==> src/rtl/mem_stream_readout_pkg.sv <==
// Shared definitions for the memory stream readout blocks: idle tag, FSM
// encoding and the port priority encoder.
package mem_stream_readout_pkg;

  localparam int MAX_TAG_W = 16;
  // Truncate to the tag width in use; the all-ones tag never names a real port.
  localparam logic [MAX_TAG_W-1:0] IDLE_TAG_ALL = '1;

  typedef enum logic [1:0] {
    IDLE  = 2'd0,
    READ  = 2'd1,
    DRAIN = 2'd2
  } rd_state_t;

  function automatic logic [3:0] lowest_set(input logic [15:0] m);
    logic [3:0] idx;
    idx = '0;
    for (int i = 15; i >= 0; i--) begin
      if (m[i]) idx = 4'(i);
    end
    return idx;
  endfunction

endpackage

==> src/rtl/mem_stream_readout_if.sv <==
// Bus between the readout block, its paged memories and the stream consumer.
interface mem_stream_readout_if #(
  parameter int NPORTS = 12,
  parameter int DW     = 44,
  parameter int AW     = 6,
  parameter int NW     = 7,
  parameter int SELW   = 4,
  parameter int BXW    = 3
);
  logic                   start;
  logic [BXW-1:0]         BX;
  logic [NPORTS*NW-1:0]   nent;
  logic [NPORTS-1:0]      rd_en;
  logic [BXW+AW-1:0]      rd_addr;
  logic [NPORTS*DW-1:0]   mem_dat;
  logic [SELW+DW-1:0]     stream_out;
  logic                   stream_valid;
  logic                   done;
  logic                   truncated;

  modport master (
    output start, BX, nent, mem_dat,
    input  rd_en, rd_addr, stream_out, stream_valid, done, truncated
  );

  modport slave (
    input  start, BX, nent, mem_dat,
    output rd_en, rd_addr, stream_out, stream_valid, done, truncated
  );
endinterface

==> src/rtl/mem_stream_readout_tag_delay.sv <==
// RD_LAT-deep {valid, tag} shift register that lines port tags up with
// returning memory data; clr drops everything in flight.
module mem_tag_delay #(
  parameter int DEPTH = 2,
  parameter int TW    = 4
) (
  input  logic          clk,
  input  logic          clr,
  input  logic          in_vld,
  input  logic [TW-1:0] in_tag,
  output logic          out_vld,
  output logic [TW-1:0] out_tag
);

  logic [DEPTH-1:0] vld_p;
  logic [TW-1:0]    tag_p [DEPTH];

  always_ff @(posedge clk) begin
    if (clr) begin
      vld_p <= '0;
    end else begin
      vld_p[0] <= in_vld;
      for (int i = 1; i < DEPTH; i++) vld_p[i] <= vld_p[i-1];
    end
  end

  always_ff @(posedge clk) begin
    tag_p[0] <= in_tag;
    for (int i = 1; i < DEPTH; i++) tag_p[i] <= tag_p[i-1];
  end

  assign out_vld = vld_p[DEPTH-1];
  assign out_tag = tag_p[DEPTH-1];

endmodule

==> src/rtl/mem_stream_readout.sv <==
// Per-BX readout: walks non-empty memories in port order, one read per
// cycle, and streams tagged words out with a read budget and done flag.
module mem_stream_readout
  import mem_stream_readout_pkg::*;
#(
  parameter int NPORTS = 12,
  parameter int DW     = 44,
  parameter int AW     = 6,
  parameter int NW     = 7,
  parameter int SELW   = 4,
  parameter int BXW    = 3,
  parameter int RD_LAT = 2,
  parameter int TMAX   = 108
) (
  input logic clk,
  input logic reset,
  mem_stream_readout_if.slave bus
);

  localparam int PW = (NPORTS > 1) ? $clog2(NPORTS) : 1;
  localparam int CW = $clog2(TMAX + 1);
  localparam logic [SELW-1:0] IDLE_TAG = IDLE_TAG_ALL[SELW-1:0];

  rd_state_t         state;
  logic [NPORTS-1:0] mask;
  logic [AW-1:0]     addr;
  logic [CW-1:0]     rdcnt;
  logic [2:0]        dcnt;
  logic [BXW-1:0]    bx_q;
  logic [NW-1:0]     nent_q   [NPORTS];
  logic [NW-1:0]     nent_new [NPORTS];
  logic [DW-1:0]     mem_w    [NPORTS];
  logic [NPORTS-1:0] mask_new;
  logic [NPORTS-1:0] p_onehot;
  logic [PW-1:0]     cur_p;
  logic              last_of_port;

  logic [NPORTS-1:0]   rd_en_p0;
  logic [BXW+AW-1:0]   rd_addr_p0;
  logic [SELW-1:0]     rd_tag_p0;
  logic                done_q;
  logic                trunc_q;
  logic                head_vld;
  logic [SELW-1:0]     head_tag;
  logic [SELW+DW-1:0]  stream_out_p1;
  logic                stream_vld_p1;

  always_comb begin
    for (int i = 0; i < NPORTS; i++) begin
      nent_new[i] = bus.nent[i*NW +: NW];
      mask_new[i] = (nent_new[i] != '0);
      mem_w[i]    = bus.mem_dat[i*DW +: DW];
    end
  end

  always_comb begin
    cur_p           = PW'(lowest_set(16'(mask)));
    p_onehot        = '0;
    p_onehot[cur_p] = 1'b1;
    last_of_port    = (({1'b0, addr} + NW'(1)) == nent_q[cur_p]);
  end

  always_ff @(posedge clk) begin
    if (bus.start && !reset) begin
      bx_q   <= bus.BX;
      nent_q <= nent_new;
    end
  end

  // Stage p0: read issue (registered rd_en/rd_addr plus the tag that follows them)
  always_ff @(posedge clk) begin
    if (reset) begin
      state      <= IDLE;
      mask       <= '0;
      addr       <= '0;
      rdcnt      <= '0;
      dcnt       <= '0;
      rd_en_p0   <= '0;
      rd_addr_p0 <= '0;
      rd_tag_p0  <= '0;
      done_q     <= 1'b0;
      trunc_q    <= 1'b0;
    end else if (bus.start) begin
      mask     <= mask_new;
      addr     <= '0;
      rdcnt    <= '0;
      dcnt     <= '0;
      rd_en_p0 <= '0;
      done_q   <= 1'b0;
      trunc_q  <= 1'b0;
      state    <= (mask_new != '0) ? READ : DRAIN;
    end else begin
      case (state)
        IDLE: rd_en_p0 <= '0;
        READ: begin
          rd_en_p0   <= p_onehot;
          rd_addr_p0 <= {bx_q, addr};
          rd_tag_p0  <= SELW'(cur_p);
          rdcnt      <= rdcnt + CW'(1);
          dcnt       <= '0;
          if (last_of_port) begin
            mask <= mask & ~p_onehot;
            addr <= '0;
          end else begin
            addr <= addr + AW'(1);
          end
          // An exact fit of the budget finishes normally, not truncated.
          if (last_of_port && ((mask & ~p_onehot) == '0)) begin
            state <= DRAIN;
          end else if (rdcnt == CW'(TMAX - 1)) begin
            trunc_q <= 1'b1;
            state   <= DRAIN;
          end
        end
        DRAIN: begin
          rd_en_p0 <= '0;
          if (dcnt == 3'(RD_LAT)) begin
            done_q <= 1'b1;
            state  <= IDLE;
          end else begin
            dcnt <= dcnt + 3'd1;
          end
        end
        default: begin
          rd_en_p0 <= '0;
          state    <= IDLE;
        end
      endcase
    end
  end

  mem_tag_delay #(
    .DEPTH (RD_LAT),
    .TW    (SELW)
  ) u_tag_delay (
    .clk     (clk),
    .clr     (reset | bus.start),
    .in_vld  (|rd_en_p0),
    .in_tag  (rd_tag_p0),
    .out_vld (head_vld),
    .out_tag (head_tag)
  );

  // Stage p1: output register, memory data joined to its tag
  always_ff @(posedge clk) begin
    if (reset) begin
      stream_out_p1 <= {IDLE_TAG, {DW{1'b0}}};
      stream_vld_p1 <= 1'b0;
    end else if (head_vld) begin
      stream_out_p1 <= {head_tag, mem_w[head_tag]};
      stream_vld_p1 <= 1'b1;
    end else begin
      stream_out_p1 <= {IDLE_TAG, {DW{1'b0}}};
      stream_vld_p1 <= 1'b0;
    end
  end

  assign bus.rd_en        = rd_en_p0;
  assign bus.rd_addr      = rd_addr_p0;
  assign bus.stream_out   = stream_out_p1;
  assign bus.stream_valid = stream_vld_p1;
  assign bus.done         = done_q;
  assign bus.truncated    = trunc_q;

endmodule

==> src/flat_wrapper.sv <==
// flat-port wrapper written by rule: the top's interface ports become plain ports
module mem_stream_readout_flat import mem_stream_readout_pkg::*;
#(
  parameter int NPORTS = 12,
  parameter int DW     = 44,
  parameter int AW     = 6,
  parameter int NW     = 7,
  parameter int SELW   = 4,
  parameter int BXW    = 3,
  parameter int RD_LAT = 2,
  parameter int TMAX   = 108
)
  (clk, reset, bus_start, bus_BX, bus_nent, bus_mem_dat, bus_rd_en, bus_rd_addr, bus_stream_out, bus_stream_valid, bus_done, bus_truncated);
  mem_stream_readout_if #(.NPORTS(NPORTS), .DW(DW), .AW(AW), .NW(NW), .SELW(SELW), .BXW(BXW)) bus_i ();
  input logic clk;
  input logic reset;
  input wire logic [$bits(bus_i.start)-1:0] bus_start;
  input wire logic [$bits(bus_i.BX)-1:0] bus_BX;
  input wire logic [$bits(bus_i.nent)-1:0] bus_nent;
  input wire logic [$bits(bus_i.mem_dat)-1:0] bus_mem_dat;
  output wire logic [$bits(bus_i.rd_en)-1:0] bus_rd_en;
  output wire logic [$bits(bus_i.rd_addr)-1:0] bus_rd_addr;
  output wire logic [$bits(bus_i.stream_out)-1:0] bus_stream_out;
  output wire logic [$bits(bus_i.stream_valid)-1:0] bus_stream_valid;
  output wire logic [$bits(bus_i.done)-1:0] bus_done;
  output wire logic [$bits(bus_i.truncated)-1:0] bus_truncated;
  assign bus_i.start = bus_start;
  assign bus_i.BX = bus_BX;
  assign bus_i.nent = bus_nent;
  assign bus_i.mem_dat = bus_mem_dat;
  assign bus_rd_en = bus_i.rd_en;
  assign bus_rd_addr = bus_i.rd_addr;
  assign bus_stream_out = bus_i.stream_out;
  assign bus_stream_valid = bus_i.stream_valid;
  assign bus_done = bus_i.done;
  assign bus_truncated = bus_i.truncated;
  mem_stream_readout #(.NPORTS(NPORTS), .DW(DW), .AW(AW), .NW(NW), .SELW(SELW), .BXW(BXW), .RD_LAT(RD_LAT), .TMAX(TMAX)) u_core (.clk(clk), .reset(reset), .bus(bus_i));
endmodule
==> config.mk <==
export PLATFORM = sky130hd
export DESIGN_NAME = mem_stream_readout_flat
export DESIGN_NICKNAME = d
export VERILOG_FILES = /design/src/rtl/mem_stream_readout_pkg.sv /design/src/rtl/mem_stream_readout_if.sv /design/src/rtl/mem_stream_readout_tag_delay.sv /design/src/rtl/mem_stream_readout.sv /design/src/flat_wrapper.sv
export SDC_FILE = /design/constraint.sdc
export NUM_CORES = 1
export LEC_CHECK = 0
export CAP_MARGIN = 10
export CELL_PAD_IN_SITES_DETAIL_PLACEMENT = 0
export CELL_PAD_IN_SITES_GLOBAL_PLACEMENT = 2
export CORE_AREA = 2 2 268 270
export CTS_CLUSTER_DIAMETER = 100
export DETAILED_ROUTE_END_ITERATION = 8
export DIE_AREA = 0 0 270 272
export PLACE_DENSITY = 0.76
export REMOVE_ABC_BUFFERS = 1
export SYNTH_ARGS = -nofsm -noshare
export SYNTH_HDL_FRONTEND = slang
export SYNTH_HIERARCHICAL = 1
export SYNTH_SLANG_ARGS = --single-unit
==> constraint.sdc <==
create_clock -name clk -period 3.16 [get_ports clk]
set_input_delay 0.632 -clock clk [delete_from_list [all_inputs] [get_ports clk]]
set_output_delay 0.632 -clock clk [all_outputs]
set_load 0.01 [all_outputs]
==> flow_summary_export.csv, run 1 <==
group,metric,value,unit
worst_setup_path,critical_path.reg2reg.startpoint,"u_core/mask[7]",
worst_setup_path,critical_path.cell_chain,"buf_6, or4_4, o21ai_4, buf_6, a21bo_4, a21oi_2, a32oi_1, and3_1, nor4_2, buf_4, nand4_1, buf_6, or4_4, a2111oi_4",
synthesis,synth_enable_flop_cells,87,
floorplanning,design.die.area,0.07344,mm²
worst_setup_path,cp.required,3.61,ns
sta,timing_max_transition_violations_final,0,
power,internal-power,6036,µW
finish,final_instance_count_without_filler_cells,2815,
power,power_density,373.4,mW/mm²
sta,min_period_over_period,1.105,
synthesis,ys_seq_area_frac,0.4200,
placement,dpl_cell_area,0.02083,mm²
worst_setup_path,worstPathArrival,3.94,ns
finish,final_layout_size_suffix_gt1_frac,0.2354,
floorplanning,core.rowCount,98,
sta,worst_pin_slew,1.118,ns
cts,cts_tree,"built",
grt,number_of_global_route_vias_before_repair,13600,
synthesis,synthesis.area,0.01175,mm²
finish,finalCoreUtilization,0.3180,
floorplanning,ios,690,
power,max-vdd-ir-drop,373.1,µV
hold_path,whs_endpoint,"u_core/u_tag_delay/tag_p[0][4]",
detailed_routing,drc_errors,0,
finish,final-seq-area,0.004962,mm²
synthesis,number_of_library_cell_types_mapped_by_synthesis,74,
grt,grt_overflow,0,
finish,mostFrequentLayoutCell,"sky130_fd_sc_hd__clkdlybuf4s50_1",
worst_setup_path,cp-start-kind,"flop",
worst_setup_path,regToRegEndpoint,"u_core/state[1]",
sta,grt_setup_unrepaired,"true",
worst_setup_path,reg2regPathDepth,14,
run,max-cap-violations,0,
detailed_routing,vias,12940,
cts,clock-root-buffer,"sky130_fd_sc_hd__clkbuf_16",
worst_setup_path,cp_num_buf_inv,4,
worst_setup_path,crit_fanout,6,
outcome,failed_checks,"negative setup slack",
synthesis,synthesis.yosys.warnings,6,
finish,multi_input_comb_area,0.006918,mm²
cts,clk_pin_slew,0.07,ns
placement,gp_routability_congestion,0.9521,
cts,cts_max_level,1,
cts,numCtsBuffers,25,
power,pwr-share-clk,0.354,
hold_path,hold_depth,0,
power,p_seq_frac,0.353,
cts,max-clock-path-buffers,3,
power,power_switching,2364,µW
grt,grt_usage,0.2366,
worst_setup_path,cpPeakStageDelay,0.48,ns
sta,maxSlewHeadroom,0.2528,
power,power.leakage,0.007735,µW
finish,flow.area_growth_from_synthesis,91.45,%
synthesis,synth_async_sr_flop_share,0,
sta,period_needed,3.493,ns
grt,grt_start_max_net_pins,46,
floorplanning,chipWidth,270,µm
synthesis,post_synthesis_average_cell_area,11.55,µm²
finish,finalInstanceArea,0.02250,mm²
placement,place_hpwl,76.92,mm
sta,clock_skew,0.02086,ns
finish,layout_common_cells,"sky130_fd_sc_hd__clkdlybuf4s50_1, sky130_fd_sc_hd__buf_4, sky130_fd_sc_hd__nor2_1",
synthesis,postSynthCellCount,1017,
grt,grt_first_pass_wirelength,119.1,mm
worst_setup_path,worst_path_most_repeated_cell,"sky130_fd_sc_hd__buf_6",
synthesis,yosys_register_bits,203,
cts,clock_insertion_delay_worst_skew,0.55,ns
finish,design.final.nets,2451,
worst_setup_path,crit_slowest_cell,"sky130_fd_sc_hd__or4_4",
placement,placed_cells,2732,
power,power.switching_fraction,0.2814,
detailed_routing,wl_per_cell,31.91,µm
worst_setup_path,ff2ff_setup_slack,-0.33,ns
floorplanning,die_h,272,µm
sta,report.final.setup_viol,21,
cts,numClockSinks,203,
floorplanning,initial_utilization,0.1661,
detailed_routing,wirelength,89.83,mm
detailed_routing,first_iter_violations,987,
outcome,run_status,"finished, violations left",
hold_path,min_from,"u_core/u_tag_delay/tag_p[0][0]",
sta,clock.fmax,286.3,MHz
worst_setup_path,path_delay_family,"simple AND/OR/NAND/NOR gates",
power,comb_power_share,0.293,
worst_setup_path,category_of_the_critical_setup_timing_path,"reg -> reg",
synthesis,synth_flop_cell,"sky130_fd_sc_hd__dfxtp_1",
hold_path,min_path_type,"reg -> reg",
sta,final_hold_viol_count,0,
placement,io_buffers,689,
floorplanning,coreArea,0.07075,mm²
sta,post-route-worst-setup-slack,-0.3329,ns
placement,setup_slack_placement,-0.8340,ns
detailed_routing,vias_per_cell,4.596,
detailed_routing,remaining_number_of_nets_flagged_by_the_antenna_check_after_routing,0,
detailed_routing,drt_first_pass_iters,5,
grt,number_of_antenna_violations_at_the_first_check_in_global_routing,59,
finish,fillerInstances,7168,
worst_setup_path,critPathCaptureType,"flop",
-- timing repair --
item	4_1_cts	5_1_grt
endpoints found under the setup margin	21	21
gates cloned	3	3
pin swaps	20	9
gates resized for setup	76	34
setup buffers	13	2
hold buffers	0	0
-- cell type report --
cell class              instances  share of cell area
flip-flops and latches        203              0.2206
clock buffers                  29             0.02892
clock inverters                17            0.008399
well taps                     950             0.05284
repair buffers                866              0.3770
inverters                      17            0.002837
diodes                         17            0.001891
multi-input cells             716              0.3075
-- logic make-up after synthesis --
kind of cell,after synthesis,share of synthesized area
compound gates,180,0.1034
mux,182,0.2957
flops,203,0.4200
xor+xnor,11,0.008200
simple gates,339,0.1352
fa+ha+maj,4,0.004260
buf+inv,98,0.03322
-- Yosys cell counts, types with 3 or more instances --
cell | instances | area [µm²]
sky130_fd_sc_hd__and3_1 | 6 | 37.54
sky130_fd_sc_hd__clkbuf_1 | 53 | 198.9
sky130_fd_sc_hd__nand2b_1 | 3 | 18.77
sky130_fd_sc_hd__a211oi_1 | 8 | 60.06
sky130_fd_sc_hd__a31oi_1 | 8 | 50.05
sky130_fd_sc_hd__nor2b_1 | 4 | 25.02
sky130_fd_sc_hd__xor2_1 | 8 | 70.07
sky130_fd_sc_hd__o211a_1 | 6 | 60.06
sky130_fd_sc_hd__a32oi_1 | 5 | 43.79
sky130_fd_sc_hd__a21oi_1 | 87 | 435.4
sky130_fd_sc_hd__nand3_1 | 17 | 85.08
sky130_fd_sc_hd__xnor2_1 | 3 | 26.28
sky130_fd_sc_hd__or2_2 | 6 | 37.54
sky130_fd_sc_hd__nor3_1 | 9 | 45.04
sky130_fd_sc_hd__buf_4 | 4 | 30.03
sky130_fd_sc_hd__nor2_1 | 143 | 536.8
sky130_fd_sc_hd__o22ai_1 | 7 | 43.79
sky130_fd_sc_hd__and4_1 | 5 | 43.79
sky130_fd_sc_hd__nor4_1 | 25 | 156.4
sky130_fd_sc_hd__mux2i_1 | 49 | 490.5
sky130_fd_sc_hd__buf_1 | 18 | 67.56
sky130_fd_sc_hd__o21ai_0 | 7 | 35.03
sky130_fd_sc_hd__or3_1 | 3 | 18.77
sky130_fd_sc_hd__a2111oi_0 | 8 | 70.07
sky130_fd_sc_hd__inv_1 | 16 | 60.06
sky130_fd_sc_hd__nand4_1 | 7 | 43.79
sky130_fd_sc_hd__mux4_2 | 132 | 2973
sky130_fd_sc_hd__or4_1 | 10 | 75.07
sky130_fd_sc_hd__ha_1 | 4 | 50.05
sky130_fd_sc_hd__dfxtp_1 | 116 | 2322
sky130_fd_sc_hd__buf_2 | 6 | 30.03
sky130_fd_sc_hd__o2111a_1 | 4 | 45.04
sky130_fd_sc_hd__edfxtp_1 | 87 | 2613
sky130_fd_sc_hd__nand2_1 | 87 | 326.6
sky130_fd_sc_hd__o32ai_1 | 4 | 35.03
-- sequential cells by signal, summed over array words and instances, names as in the netlist, 2 cells and up --
signal / cells
u_core/nent_q: 84
u_core/bus.stream_out: 48
u_core/bus.rd_en: 12
u_core/mask: 12
u_core/bus.rd_addr: 9
u_core/u_tag_delay/tag_p: 8
u_core/rdcnt: 7
u_core/addr: 6
u_core/rd_tag_p0: 4
u_core/bx_q: 3
u_core/dcnt: 3
u_core/state: 2
u_core/u_tag_delay/vld_p: 2
-- worst max path at each step --
| stage | cells past startpoint | slack, ns | from | to |
|---|---|---|---|---|
| final | 14 | -0.33 | u_core/mask[7] | u_core/state[1] |
| after global routing | 15 | -0.47 | u_core/mask[10] | u_core/state[1] |
| after CTS | 15 | -0.31 | u_core/mask[10] | u_core/state[1] |
| after detailed placement | 14 | -0.83 | u_core/mask[3] | u_core/state[1] |
| after global placement | 14 | -0.84 | u_core/mask[3] | u_core/state[1] |
| after floorplan | 5 | -3.50 | u_core/u_tag_delay/tag_p[0][4] | u_core/bus.stream_out[43] |
-- power groups by stage --
stage          sequential, µW  clock [µW]  combinational [µW]
2_1_floorplan            3020           0                 793
3_3_place_gp             3020           0                2260
3_5_place_dp             3010           0                2250
4_1_cts                  2960        3060                2430
5_1_grt                  2970        3160                2600
6_report                 2960        2970                2460
-- per-layer routing --
| layer | track usage | part of all wire | vias to the layer above |
|---|---|---|---|
| li1 | - | - | 5631 |
| met2 | 0.4261 | 0.51 | 670 |
| met3 | 0.04866 | 0.064 | 157 |
| met4 | 0.08012 | 0.038 | 16 |
| met5 | 0 | 0.0012 | - |
| met1 | 0.2788 | 0.39 | 6465 |
-- stage by stage --
stage          hold slack, ns  setup TNS [ns]  power [µW]
3_3_place_gp           0.3128          -11.97        5280
3_5_place_dp           0.3118          -11.55        5261
6_report               0.3282          -4.222        8401
5_1_grt                0.3393          -6.791        8725
2_1_floorplan          0.3096         -166.59        3811
4_1_cts                0.3292          -2.786        8455
-- worst reg2reg max path, stage by stage, from the launching register on --
cell	delay [ns]
sky130_fd_sc_hd__dfxtp_4	0.37
sky130_fd_sc_hd__buf_6	0.12
sky130_fd_sc_hd__or4_4	0.48
sky130_fd_sc_hd__o21ai_4	0.21
sky130_fd_sc_hd__buf_6	0.13
sky130_fd_sc_hd__a21bo_4	0.26
sky130_fd_sc_hd__a21oi_2	0.12
sky130_fd_sc_hd__a32oi_1	0.09
sky130_fd_sc_hd__and3_1	0.20
sky130_fd_sc_hd__nor4_2	0.28
sky130_fd_sc_hd__buf_4	0.15
sky130_fd_sc_hd__nand4_1	0.10
sky130_fd_sc_hd__buf_6	0.15
sky130_fd_sc_hd__or4_4	0.45
sky130_fd_sc_hd__a2111oi_4	0.29
Power figures use the tool's default switching activity.
==> inputs of run 2 (changes only) <==
--- a/config.mk
+++ b/config.mk
@@ -12,6 +12,7 @@
 export CTS_CLUSTER_DIAMETER = 100
 export DETAILED_ROUTE_END_ITERATION = 8
 export DIE_AREA = 0 0 270 272
+export GPL_TIMING_DRIVEN = 0
 export PLACE_DENSITY = 0.76
 export REMOVE_ABC_BUFFERS = 1
 export SYNTH_ARGS = -nofsm -noshare
==> flow_summary_export.csv, run 2 (synthesis results as in run 1) <==
group,metric,value,unit
outcome,run_status,"finished, violations left",
outcome,failed_checks,"negative setup slack",
hold_path,hold_depth,0,
power,max-vdd-ir-drop,365.5,µV
floorplanning,initial_utilization,0.1661,
sta,final_hold_viol_count,0,
finish,fillerInstances,7234,
finish,finalCoreUtilization,0.3107,
placement,dpl_cell_area,0.01979,mm²
grt,grt_overflow,0,
worst_setup_path,worstPathArrival,4.05,ns
worst_setup_path,regToRegEndpoint,"u_core/state[1]",
cts,cts_hold_buf,0,
detailed_routing,drc_errors,0,
hold_path,min_from,"u_core/u_tag_delay/tag_p[0][0]",
sta,post-route-worst-setup-slack,-0.4482,ns
worst_setup_path,critPathCaptureType,"flop",
sta,worst_pin_slew,1.445,ns
cts,cts_max_level,1,
finish,design.final.nets,2349,
cts,clk_pin_slew,0.06,ns
cts,clock-root-buffer,"sky130_fd_sc_hd__clkbuf_16",
detailed_routing,wirelength,85.88,mm
placement,placed_cells,2585,
sta,setup_total_negative_slack,-6.022,ns
cts,numClockSinks,203,
sta,period_needed,3.608,ns
finish,layout_common_cells,"sky130_fd_sc_hd__clkdlybuf4s50_1, sky130_fd_sc_hd__nor2_1, sky130_fd_sc_hd__mux4_2",
floorplanning,coreArea,0.07075,mm²
cts,numCtsBuffers,26,
grt,grt_usage,0.2252,
detailed_routing,remaining_number_of_nets_flagged_by_the_antenna_check_after_routing,0,
grt,grt_first_pass_wirelength,113.8,mm
finish,final_instance_count_without_filler_cells,2716,
grt,number_of_global_route_vias_before_repair,13230,
cts,cts_tree,"built",
hold_path,min_path_type,"reg -> reg",
worst_setup_path,category_of_the_critical_setup_timing_path,"reg -> reg",
power,power.leakage,0.007246,µW
sta,maxSlewHeadroom,0.03406,
sta,report.final.setup_viol,33,
sta,clock_skew,0.02076,ns
cts,max-clock-path-buffers,3,
finish,largest_register_ffs,84,
worst_setup_path,cp-start-kind,"flop",
placement,gp_routability_congestion,0.9477,
detailed_routing,wl_per_cell,31.62,µm
finish,final_layout_size_suffix_gt1_frac,0.2032,
detailed_routing,vias_per_cell,4.686,
worst_setup_path,ff2ff_setup_slack,-0.45,ns
detailed_routing,vias,12730,
worst_setup_path,cp.required,3.60,ns
finish,flow.area_growth_from_synthesis,87.06,%
sta,clock.fmax,277.1,MHz
finish,mostFrequentLayoutCell,"sky130_fd_sc_hd__clkdlybuf4s50_1",
grt,grt_start_max_net_pins,51,
placement,place_hpwl,72.15,mm
sta,timing_max_transition_violations_final,0,
floorplanning,design.die.area,0.07344,mm²
detailed_routing,drt_first_pass_iters,5,
floorplanning,core.rowCount,98,
floorplanning,die_h,272,µm
worst_setup_path,critical_path.reg2reg.startpoint,"u_core/mask[10]",
finish,max_flop_register,"u_core/nent_q",
placement,io_buffers,689,
grt,number_of_antenna_violations_at_the_first_check_in_global_routing,66,
run,max-cap-violations,0,
cts,clock_insertion_delay_worst_skew,0.56,ns
floorplanning,chipWidth,270,µm
worst_setup_path,reg2regPathDepth,13,
sta,min_period_over_period,1.142,
detailed_routing,first_iter_violations,906,
sta,grt_setup_unrepaired,"true",
worst_setup_path,crit_fanout,4,
floorplanning,ios,690,
finish,finalInstanceArea,0.02198,mm²
hold_path,whs_endpoint,"u_core/u_tag_delay/tag_p[0][4]",
power,power_density,381.6,mW/mm²
[run 2: changes by cell type in the layout (fill, tap and decap cells not counted), sizes merged]
cell | before | now
diode | 17 | 19
clkinvlp | 3 | 2
buf | 174 | 72
bufbuf | 1 | 0
nand4 | 7 | 8
clkbuf | 31 | 36
clkinv | 8 | 9
inv | 20 | 16
[run 2: report_power, final]
group	switching (µW)	internal [µW]
clock	1220	1810
combinational	1020	1400
sequential	99.5	2850
[run 2: area by class of cell]
| cell class | count | area (µm²) | area share |
|---|---|---|---|
| tap | 950 | 1189 | 0.05408 |
| clock buffer | 35 | 704.4 | 0.03205 |
| sequential | 203 | 4980 | 0.2266 |
| timing repair buffer | 762 | 7799 | 0.3548 |
| clock inverter | 13 | 152.6 | 0.006945 |
| multi-input combinational | 717 | 7038 | 0.3202 |
| antenna | 19 | 47.55 | 0.002163 |
| inverter | 17 | 70.07 | 0.003188 |
[run 2: how the worst max path moves through the flow]
stage	to	startpoint	cells past startpoint
after CTS	u_core/state[1]	u_core/mask[10]	13
after global routing	u_core/state[1]	u_core/mask[4]	10
final	u_core/state[1]	u_core/mask[10]	13
after detailed placement	u_core/state[1]	u_core/mask[7]	10
after floorplan	u_core/bus.stream_out[43]	u_core/u_tag_delay/tag_p[0][4]	5
after global placement	u_core/bus.stream_out[16]	u_core/u_tag_delay/tag_p[0][4]	5
[run 2: metal layers]
layer | GRT usage | share of wire | up-vias
li1 | - | - | 5438
met1 | 0.2607 | 0.38 | 6396
met2 | 0.4069 | 0.51 | 727
met3 | 0.04972 | 0.070 | 154
met4 | 0.07997 | 0.037 | 12
met5 | 0 | 0.0010 | -
[run 2: critical path: stages, from the launching register on]
cell                        delay [ns]
sky130_fd_sc_hd__dfxtp_4          0.36
sky130_fd_sc_hd__nand2b_4         0.15
sky130_fd_sc_hd__a221o_2          0.44
sky130_fd_sc_hd__a21oi_4          0.24
sky130_fd_sc_hd__buf_12           0.14
sky130_fd_sc_hd__buf_4            0.12
sky130_fd_sc_hd__a21oi_1          0.06
sky130_fd_sc_hd__a21oi_1          0.36
sky130_fd_sc_hd__a31oi_2          0.18
sky130_fd_sc_hd__nor4_4           0.38
sky130_fd_sc_hd__nand4_1          0.15
sky130_fd_sc_hd__buf_6            0.17
sky130_fd_sc_hd__or4_4            0.46
sky130_fd_sc_hd__a2111oi_4        0.29
[run 2: through the flow]
| step | hold slack (ns) | worst slack (ns) | total power (µW) |
|---|---|---|---|
| after floorplan | 0.3096 | -3.500 | 3811 |
| after global placement | 0.3107 | -6.125 | 5077 |
| after detailed placement | 0.3131 | -3.124 | 5009 |
| after CTS | 0.3269 | -0.4030 | 8428 |
| after global routing | 0.3372 | -0.5266 | 8694 |
| final | 0.3242 | -0.4482 | 8386 |
[run 2: what timing repair did]
| item | CTS | global route |
|---|---|---|
| cloned | 1 | 2 |
| resized for setup | 106 | 46 |
| setup endpoints to repair | 33 | 34 |
| buffers inserted | 47 | 15 |
| hold endpoints to repair | 0 | 0 |
| pin swaps | 31 | 25 |
==> inputs of run 3 (changes only) <==
--- a/config.mk
+++ b/config.mk
@@ -13,6 +13,7 @@
 export DETAILED_ROUTE_END_ITERATION = 8
 export DIE_AREA = 0 0 270 272
 export GPL_TIMING_DRIVEN = 0
+export MAX_ROUTING_LAYER = met4
 export PLACE_DENSITY = 0.76
 export REMOVE_ABC_BUFFERS = 1
 export SYNTH_ARGS = -nofsm -noshare
==> flow_summary_export.csv, run 3 (synthesis results as in run 1) <==
group,metric,value,unit
grt,grt_first_pass_wirelength,113.9,mm
floorplanning,design.die.area,0.07344,mm²
worst_setup_path,cp_num_buf_inv,1,
cts,numCtsBuffers,27,
cts,max-clock-path-buffers,3,
sta,clock_skew,0.02305,ns
detailed_routing,wirelength,85.91,mm
floorplanning,die_h,272,µm
finish,flow.area_growth_from_synthesis,86.82,%
sta,grt_setup_unrepaired,"true",
sta,min_period_over_period,1.167,
finish,final_layout_size_suffix_gt1_frac,0.2042,
worst_setup_path,critical_path.cell_chain,"or4_4, o21ai_4, nand3_4, a211oi_4, a2111oi_4, and3_1, nor4_4, nand4_1, buf_4, or4_4, a2111oi_4",
worst_setup_path,crit_fanout,8,
finish,layout_common_cells,"sky130_fd_sc_hd__clkdlybuf4s50_1, sky130_fd_sc_hd__nor2_1, sky130_fd_sc_hd__mux4_2",
power,power.leakage,0.007259,µW
sta,clock.fmax,271.2,MHz
worst_setup_path,crit_slowest_cell,"sky130_fd_sc_hd__or4_4",
placement,gp_routability_congestion,0.9576,
sta,timing_max_transition_violations_final,0,
outcome,failed_checks,"negative setup slack",
sta,final_hold_viol_count,0,
worst_setup_path,reg2regPathDepth,11,
cts,cts_tree,"built",
power,power_density,389.7,mW/mm²
cts,cts_max_level,1,
finish,largest_register_ffs,84,
finish,design.final.nets,2359,
grt,number_of_global_route_vias_before_repair,13110,
detailed_routing,vias,12630,
detailed_routing,drt_first_pass_iters,7,
finish,fillerInstances,7233,
worst_setup_path,path_delay_family,"simple AND/OR/NAND/NOR gates",
sta,period_needed,3.687,ns
finish,max_flop_register,"u_core/nent_q",
detailed_routing,vias_per_cell,4.627,
floorplanning,coreArea,0.07075,mm²
placement,io_buffers,689,
worst_setup_path,cp.required,3.60,ns
grt,grt_overflow,0,
floorplanning,core.rowCount,98,
sta,report.final.setup_viol,21,
worst_setup_path,critical_path.reg2reg.startpoint,"u_core/mask[5]",
floorplanning,chipWidth,270,µm
power,power.total,8555,µW
detailed_routing,remaining_number_of_nets_flagged_by_the_antenna_check_after_routing,0,
cts,numClockSinks,203,
hold_path,min_path_type,"reg -> reg",
grt,grt_usage,0.2327,
worst_setup_path,category_of_the_critical_setup_timing_path,"reg -> reg",
cts,clk_pin_slew,0.06,ns
worst_setup_path,timing.critical_path.from,"u_core/mask[5]",
grt,number_of_antenna_violations_at_the_first_check_in_global_routing,63,
detailed_routing,first_iter_violations,979,
sta,setup_total_negative_slack,-5.817,ns
detailed_routing,wl_per_cell,31.47,µm
power,max-vdd-ir-drop,365.7,µV
placement,place_hpwl,71.84,mm
cts,clock-root-buffer,"sky130_fd_sc_hd__clkbuf_16",
sta,worst_pin_slew,1.296,ns
hold_path,min_from,"u_core/u_tag_delay/tag_p[0][0]",
placement,setup_slack_placement,-2.782,ns
cts,clock_insertion_delay_worst_skew,0.56,ns
sta,maxSlewHeadroom,0.1339,
hold_path,hold_depth,0,
outcome,run_status,"finished, violations left",
detailed_routing,drc_errors,0,
worst_setup_path,worstPathArrival,4.13,ns
floorplanning,ios,690,
worst_setup_path,cp.depth,11,
sta,post-route-worst-setup-slack,-0.5272,ns
finish,mostFrequentLayoutCell,"sky130_fd_sc_hd__clkdlybuf4s50_1",
floorplanning,initial_utilization,0.1661,
worst_setup_path,cp-start-kind,"flop",
run,max-cap-violations,0,
grt,grt_start_max_net_pins,61,
worst_setup_path,critPathCaptureType,"flop",
worst_setup_path,cpPeakStageDelay,0.62,ns
==> run 3: cell types whose count changed in the layout (fill, tap and decap cells not counted), sizes merged <==
cell | before | now
clkinv | 9 | 8
buf | 72 | 81
o21ai | 9 | 10
clkbuf | 36 | 38
diode | 19 | 22
inv | 16 | 18
clkinvlp | 2 | 0
==> run 3: cell type report <==
cell class / instances / area, µm² / share of cell area
Antenna cell: 22 / 55.05 / 0.002508
Clock buffer: 38 / 767.0 / 0.03494
Clock inverter: 12 / 150.1 / 0.006840
Inverter: 17 / 66.31 / 0.003021
Multi-Input combinational cell: 718 / 6990 / 0.3185
Sequential cell: 203 / 4979 / 0.2268
Tap cell: 950 / 1189 / 0.05415
Timing Repair Buffer: 770 / 7755 / 0.3533
==> run 3: final timing paths <==
path	endpoint	slack (ns)
worst max-delay path	u_core/state[1]	-0.53
worst min-delay path	u_core/u_tag_delay/tag_p[0][4]	0.32
worst max register to register	u_core/state[1]	-0.53
worst min register to register	u_core/u_tag_delay/tag_p[0][4]	0.32
==> run 3: layer usage <==
metal  vias to the layer above  GRT usage  share of wire
met5                         -          -              0
met4                         0    0.07456          0.040
met3                       158    0.04523          0.074
met2                       736     0.4082           0.51
met1                      6281     0.2663           0.38
li1                       5457          -              -
==> run 3: repair_timing <==
action	4_1_cts	5_1_grt
setup buffers	53	16
pin swaps	28	15
setup endpoints to repair	33	45
hold buffers	0	0
gates resized for setup	102	28
gates cloned	3	0
==> run 3: through the flow <==
| step | area [µm²] | hold slack [ns] | instances | utilization |
|---|---|---|---|---|
| finish | 21950 | 0.3228 | 2730 | 0.3103 |
| global route | 21950 | 0.3318 | 2729 | 0.3102 |
| CTS | 21650 | 0.3251 | 2692 | 0.3060 |
| detailed placement | 19790 | 0.3191 | 2586 | 0.2797 |
| global placement | 19510 | 0.3122 | 2575 | 0.2757 |
| floorplan | 11420 | 0.3096 | 936 | - |
==> run 3: power by group <==
group | internal, µW | switching [µW] | leakage [µW]
registers | 2850 | 102 | 0.00176
logic | 1390 | 1020 | 0.00504
clock network | 1940 | 1260 | 0.000455
total | 6180 | 2380 | 0.00726
